--- src/rtl/iter_div.sv ---
// iter_div: multi-cycle radix-2 restoring integer divider.
// Accepts a start pulse with operands, computes one quotient bit per cycle
// on operand magnitudes, then registers sign-corrected quotient/remainder.
// An explicit cancel input aborts an operation without resetting results.
module iter_div #(
  parameter int WIDTH = 32
) (
  input  logic             clk,
  input  logic             resetn,
  input  logic             div,
  input  logic             cancel,
  input  logic             div_signed,
  input  logic [WIDTH-1:0] x,
  input  logic [WIDTH-1:0] y,
  output logic [WIDTH-1:0] s,
  output logic [WIDTH-1:0] r,
  output logic             complete,
  output logic             busy
);

  localparam int CW = (WIDTH > 1) ? $clog2(WIDTH) : 1;

  typedef enum logic [1:0] {
    IDLE = 2'd0,
    CALC = 2'd1,
    DONE = 2'd2
  } state_t;

  state_t state_reg;
  state_t state_next;

  // Step counter and datapath registers
  logic [CW-1:0]    counter_reg;
  logic [WIDTH:0]   rem_reg;     // partial remainder, one guard bit
  logic [WIDTH-1:0] dvd_reg;     // dividend shifts out, quotient shifts in
  logic [WIDTH-1:0] mag_y_reg;
  logic             sx_reg;
  logic             sy_reg;
  logic [WIDTH-1:0] s_reg;
  logic [WIDTH-1:0] r_reg;

  // Combinational helpers
  logic             start;
  logic             last_step;
  logic             finish;
  logic             sx_in;
  logic             sy_in;
  logic [WIDTH-1:0] mag_x_in;
  logic [WIDTH-1:0] mag_y_in;
  logic [WIDTH:0]   shifted;
  logic [WIDTH+1:0] diff;
  logic             trial_neg;
  logic [WIDTH:0]   rem_step;
  logic [WIDTH-1:0] q_step;
  logic [WIDTH-1:0] rem_low;

  // A start is only accepted in IDLE or DONE, and cancel always wins
  assign start     = div & ~cancel & ((state_reg == IDLE) | (state_reg == DONE));
  assign last_step = (counter_reg == CW'(WIDTH - 1));
  assign finish    = (state_reg == CALC) & last_step & ~cancel;

  // Operand signs and magnitudes; the most negative value maps onto itself,
  // which reads correctly as an unsigned magnitude
  assign sx_in    = div_signed & x[WIDTH-1];
  assign sy_in    = div_signed & y[WIDTH-1];
  assign mag_x_in = sx_in ? (~x + WIDTH'(1)) : x;
  assign mag_y_in = sy_in ? (~y + WIDTH'(1)) : y;

  // One restoring step: shift, trial-subtract, keep or restore.
  // The remainder stays below |y|, so the shifted value fits WIDTH+1 bits;
  // one extra bit in the difference carries the borrow.
  assign shifted   = {rem_reg[WIDTH-1:0], dvd_reg[WIDTH-1]};
  assign diff      = {1'b0, shifted} - {2'b00, mag_y_reg};
  assign trial_neg = diff[WIDTH+1];
  assign rem_step  = trial_neg ? shifted : diff[WIDTH:0];
  assign q_step    = {dvd_reg[WIDTH-2:0], ~trial_neg};
  assign rem_low   = rem_step[WIDTH-1:0];

  // State register
  always_ff @(posedge clk) begin
    if (!resetn) begin
      state_reg <= IDLE;
    end else begin
      state_reg <= state_next;
    end
  end

  // Next-state logic: cancel has priority over both completion and restart
  always_comb begin
    state_next = state_reg;
    case (state_reg)
      IDLE: begin
        if (div && !cancel) state_next = CALC;
      end
      CALC: begin
        if (cancel)         state_next = IDLE;
        else if (last_step) state_next = DONE;
      end
      DONE: begin
        if (cancel)   state_next = IDLE;
        else if (div) state_next = CALC;
      end
      default: state_next = IDLE;
    endcase
  end

  // Outputs decoded purely from registered state
  always_comb begin
    complete = 1'b0;
    busy     = 1'b0;
    case (state_reg)
      CALC:    busy     = 1'b1;
      DONE:    complete = 1'b1;
      default: begin
        complete = 1'b0;
        busy     = 1'b0;
      end
    endcase
  end

  // Step counter: cleared on start, advances once per CALC cycle
  always_ff @(posedge clk) begin
    if (!resetn) begin
      counter_reg <= '0;
    end else if (start) begin
      counter_reg <= '0;
    end else if (state_reg == CALC) begin
      counter_reg <= counter_reg + CW'(1);
    end
  end

  // Iteration datapath: load magnitudes on start, one step per CALC cycle
  always_ff @(posedge clk) begin
    if (!resetn) begin
      rem_reg   <= '0;
      dvd_reg   <= '0;
      mag_y_reg <= '0;
      sx_reg    <= 1'b0;
      sy_reg    <= 1'b0;
    end else if (start) begin
      rem_reg   <= '0;
      dvd_reg   <= mag_x_in;
      mag_y_reg <= mag_y_in;
      sx_reg    <= sx_in;
      sy_reg    <= sy_in;
    end else if (state_reg == CALC) begin
      rem_reg <= rem_step;
      dvd_reg <= q_step;
    end
  end

  // Result registers: written only on the edge that enters DONE, so they
  // hold through later calculations, cancels and idle periods
  always_ff @(posedge clk) begin
    if (!resetn) begin
      s_reg <= '0;
      r_reg <= '0;
    end else if (finish) begin
      s_reg <= (sx_reg ^ sy_reg) ? (~q_step + WIDTH'(1)) : q_step;
      r_reg <= sx_reg ? (~rem_low + WIDTH'(1)) : rem_low;
    end
  end

  assign s = s_reg;
  assign r = r_reg;

endmodule

--- config.mk ---
export PLATFORM = sky130hd
export DESIGN_NAME = iter_div
export DESIGN_NICKNAME = d
export VERILOG_FILES = /design/src/rtl/iter_div.sv
export SDC_FILE = /design/constraint.sdc
export NUM_CORES = 1
export LEC_CHECK = 0
export ABC_AREA = 1
export BUFFER_PORTS_ARGS = -buffer_cell sky130_fd_sc_hd__buf_2
export CAP_MARGIN = 20
export CORE_MARGIN = 8
export CORE_UTILIZATION = 39
export DETAILED_ROUTE_END_ITERATION = 10
export RECOVER_POWER = 100
export SLEW_MARGIN = 20
export SYNTH_ARGS = -nofsm -noshare
export SYNTH_HDL_FRONTEND = slang
export SYNTH_SLANG_ARGS = --single-unit
--- constraint.sdc ---
create_clock -name clk -period 4.54 [get_ports clk]
set_input_delay 0.227 -clock clk [delete_from_list [all_inputs] [get_ports clk]]
set_output_delay 0.227 -clock clk [all_outputs]
set_load 0.01 [all_outputs]
==> run summary <==
Startpoint class of the critical path: a flip-flop. The worst reg2reg path depth came out at 11. The area added between synthesis and finish was 11.6%; the relative slew slack was -94.0%. Counting distinct cell types in the post-synthesis netlist gives 48. The worst clock skew on the final layout is 0.0161 ns, and the fraction of layout cells with a size suffix above 1 is 7.34%. The dominant register cell in the synthesized netlist was sky130_fd_sc_hd__dfxtp_1. Measured along the x axis, the die boundary spans 196 um.

The via count of the first global-routing pass is 13.0k, and the critical path depth is 11. The number of cells on the worst hold path is 3. The synthesized design devotes to its leading area cell type 26.8% of total area. The number of antenna violations at the first check in global routing was 0. The startpoint identified for the worst hold timing path is y[31]. Critical path endpoint category: a flip-flop. The tools report the DRC violation total after the first TritonRoute iteration as 1055.

After synthesis, the cell types taking the most area are sky130_fd_sc_hd__dfxtp_1 27%, sky130_fd_sc_hd__nand2_1 17%, sky130_fd_sc_hd__inv_1 10%. Startpoint of the lowest-slack register-to-register path: state_reg[0]$_SDFFE_PN0P_. After detailed routing, the average wire length per cell comes to 17.2 um.

After layout, the minimum clock period comes to 4.12 ns. The run gives 3550 as the filler cell count in the final layout. For this design, the slowest cell found on the critical path is sky130_fd_sc_hd__clkbuf_1. The critical path data required time was 4.88 ns.

For the instance count of the mapped netlist, the log shows 2126. The number of buffer and inverter stages on the critical path is 6, and the Yosys warning count is 0. The run gives 0 ns as the total negative slack. The root buffer cell chosen for the clock tree is sky130_fd_sc_hd__clkbuf_16. The global-route wire length before repair was 71300 um; the number of buffers inserted during clock tree synthesis was 17.

The signal on the critical path passes through inv_1 -> nor2_2 -> clkbuf_1 -> inv_1 -> buf_4 -> nor3_1 -> inv_1 -> a21oi_1 -> o21ai_0 -> o211ai_1 -> inv_1. CTS built an H-tree with a depth of 4. The total iterations of the first detailed-routing run is 8, and the chip height is 196 um. When the netlist entered floorplanning its net count stood at 2234. The tools report the routed wire length as 45500 um.

The longest clock path from root to sink contains 2 buffers. The per-instance average area after synthesis is 5.93 um^2, and the register area share after synthesis is 26.8%. Once detail routing completed, the nets flagged for antenna violations numbered 0. Summing all non-filler instances in the final layout gives an area of 14100 um^2. The placed cell area was 13600 um^2; the clock-pin slew of the registers on the worst-case setup and hold paths was 0.07 ns. The class of the worst hold path is in2reg.

The run gives 0 as the count of final setup violators. In this run the worst setup path begins at state_reg[0]$_SDFFE_PN0P_. The post-route fraction of the period consumed by the critical path was 90.8%. For the boundary pin count, the log shows 135. Routability-driven placement finished with a final weighted congestion of 0.943.

The fraction of synthesis flops using an asynchronous set or reset pin is 0%. The classification of the worst setup path was reg2reg. The initialized floorplan defines 66 standard-cell rows. The logs give 12600 um^2 for the netlist area before placement and 35100 um for the post-detailed-placement half-perimeter wirelength. The number of hold buffers added after CTS was 0. Post-CTS timing repair inserted 0 buffers for setup. After global routing the overflow that remains totals 0.

For the pin with the worst max-slew slack, the measured transition is 2.91 ns. The tree built by TritonCTS fans out to 169 sinks. The flow ran to the end, but the final reports show violations. The post-synthesis cell type with the largest combined area was sky130_fd_sc_hd__dfxtp_1. The leakage component of the power was 7.05 nW.

For the fmax, the log shows 243 MHz. Biggest cell delay along the critical path: 1.51 ns. The number of max-slew violations in the final report came out at 164. In this design, the largest share of critical-path delay is due to buffers and inverters. Setup repair after global routing left no endpoint under its margin.

The tools report the total via count after detailed routing as 13.7k. Using the TritonRoute via totals, the vias-per-cell ratio works out to 5.18. In the global route stage, overall resource usage came out at 23.3%. Gates resized during post-CTS repair numbered 0.

Synthesis inferred 169 register bits. TritonCTS built the clock tree. Input and output buffers added on the ports amount to 134. The final-report hold violation count was 0; the placeable core region was 32200 um^2. The floorplan step defined a die boundary enclosing 38400 um^2. The starting utilization of the core area is 39.2%, and the worst path arrival time is 4.47 ns.

After the last flow step, the layout net total stands at 2328. The top fanout value on the critical path is 39, and the count of maximum capacitance violations is 4. Across the VDD grid, the largest voltage drop is 292 uV. For this run, design rule violations remaining after detail routing come to 0. For the insertion delay of the later-clocked pin in the worst-skew pair, the log shows 0.45 ns. 0 antenna diodes ended up in the layout.

The final reports fail on capacitance limit, slew limit. In this design, the critical path's most frequently occurring cell is sky130_fd_sc_hd__inv_1. The power per standard cell area is 387 nW/um^2.

For this run, the share of the core covered by cells in the final layout is 43.7%. Largest net degree at the start of global routing: 116. The number of enable-type register cells in the synthesized netlist came out at 0.
## routing by layer
| layer | GRT usage [%] | up-vias | share of wire, % |
|---|---|---|---|
| met1 | 29.1 | 6292 | 44 |
| li1 | - | 6923 | - |
| met5 | 0 | - | 0 |
| met3 | 4.13 | 61 | 6.1 |
| met2 | 40.3 | 410 | 48 |
| met4 | 7.44 | 0 | 2.5 |
## cell usage in the layout (no fill, tap or decap), types with 4 or more instances in the layout
| cell type | n |
|---|---|
| sky130_fd_sc_hd__a21oi_1 | 113 |
| sky130_fd_sc_hd__a31oi_1 | 8 |
| sky130_fd_sc_hd__and2_1 | 4 |
| sky130_fd_sc_hd__and3_1 | 5 |
| sky130_fd_sc_hd__buf_2 | 69 |
| sky130_fd_sc_hd__buf_4 | 10 |
| sky130_fd_sc_hd__clkbuf_1 | 71 |
| sky130_fd_sc_hd__clkbuf_16 | 17 |
| sky130_fd_sc_hd__clkinvlp_4 | 4 |
| sky130_fd_sc_hd__dfxtp_1 | 169 |
| sky130_fd_sc_hd__ha_1 | 38 |
| sky130_fd_sc_hd__inv_1 | 337 |
| sky130_fd_sc_hd__inv_2 | 5 |
| sky130_fd_sc_hd__nand2_1 | 591 |
| sky130_fd_sc_hd__nand2_2 | 19 |
| sky130_fd_sc_hd__nand3_1 | 119 |
| sky130_fd_sc_hd__nand4_1 | 23 |
| sky130_fd_sc_hd__nor2_1 | 246 |
| sky130_fd_sc_hd__nor2_2 | 14 |
| sky130_fd_sc_hd__nor3_1 | 29 |
| sky130_fd_sc_hd__nor4_1 | 6 |
| sky130_fd_sc_hd__o211ai_1 | 19 |
| sky130_fd_sc_hd__o21ai_0 | 150 |
| sky130_fd_sc_hd__o21ai_1 | 8 |
| sky130_fd_sc_hd__o221ai_1 | 14 |
| sky130_fd_sc_hd__o22ai_1 | 18 |
| sky130_fd_sc_hd__o31ai_1 | 5 |
| sky130_fd_sc_hd__o32ai_1 | 5 |
| sky130_fd_sc_hd__xnor2_1 | 15 |
| sky130_fd_sc_hd__xor2_1 | 63 |
## path summary, 6_finish.rpt
path,to,slack [ns]
min reg2reg,dvd_reg[28]$_SDFFE_PN0P_,0.47
max,s[19]$_SDFFE_PN0P_,0.42
min,mag_y_reg[31]$_SDFFE_PN0P_,0.03
max reg2reg,s[19]$_SDFFE_PN0P_,0.42
## area by class of cell
class	count	area, um^2	share of cell area [%]
clock buffers	19	443	3.14
inverters	344	1290	9.17
clock inverters	13	159	1.13
repair buffers	150	703	4.99
flip-flops and latches	169	3380	24.0
multi-input cells	1538	7590	53.9
well taps	408	510	3.62
## synthesized netlist by cell type, types with 22 or more instances
cell type	number
sky130_fd_sc_hd__dfxtp_1	169
sky130_fd_sc_hd__o21ai_0	145
sky130_fd_sc_hd__nor2_1	246
sky130_fd_sc_hd__nand3_1	119
sky130_fd_sc_hd__nand2_1	587
sky130_fd_sc_hd__a21oi_1	113
sky130_fd_sc_hd__ha_1	38
sky130_fd_sc_hd__nand2_2	22
sky130_fd_sc_hd__nand4_1	23
sky130_fd_sc_hd__inv_1	337
sky130_fd_sc_hd__nor3_1	29
sky130_fd_sc_hd__xor2_1	63
sky130_fd_sc_hd__clkbuf_1	59
## power by group
part / leakage (nW) / internal [mW] / switching (mW)
registers: 1.37 / 1.54 / 0.0441
clock network: 0.282 / 0.842 / 0.713
logic: 5.39 / 0.656 / 1.66
total: 7.05 / 3.04 / 2.42
## logic make-up (layout without fill, tap and decap cells)
| group | count (synthesis) | in the layout | synth area share [%] |
|---|---|---|---|
| fa+ha+maj | 39 | 39 | 3.93 |
| flops | 169 | 169 | 26.8 |
| xor+xnor | 78 | 78 | 5.42 |
| buf+inv | 419 | 526 | 12.9 |
| simple gates | 1068 | 1068 | 35.3 |
| compound gates | 353 | 353 | 15.6 |
## stage by stage
stage                     hold WS (ns)  power (mW)  setup slack, ns  instances
after floorplan                  0.366        3.25             1.19       2126
after global placement           0.439        3.90            0.719       2609
after detailed placement         0.453        3.91            0.593       2609
after CTS                       0.0209        5.46            0.577       2641
after global routing            0.0734        5.81           0.0643       2641
final                           0.0341        5.45            0.417       2641
## worst min-delay path: stages
cell and delay, ns:
sky130_fd_sc_hd__buf_2 0.10, sky130_fd_sc_hd__nand3_1 0.07, sky130_fd_sc_hd__o21ai_0 0.06
Note: power is estimated with default switching activity, not from simulation.
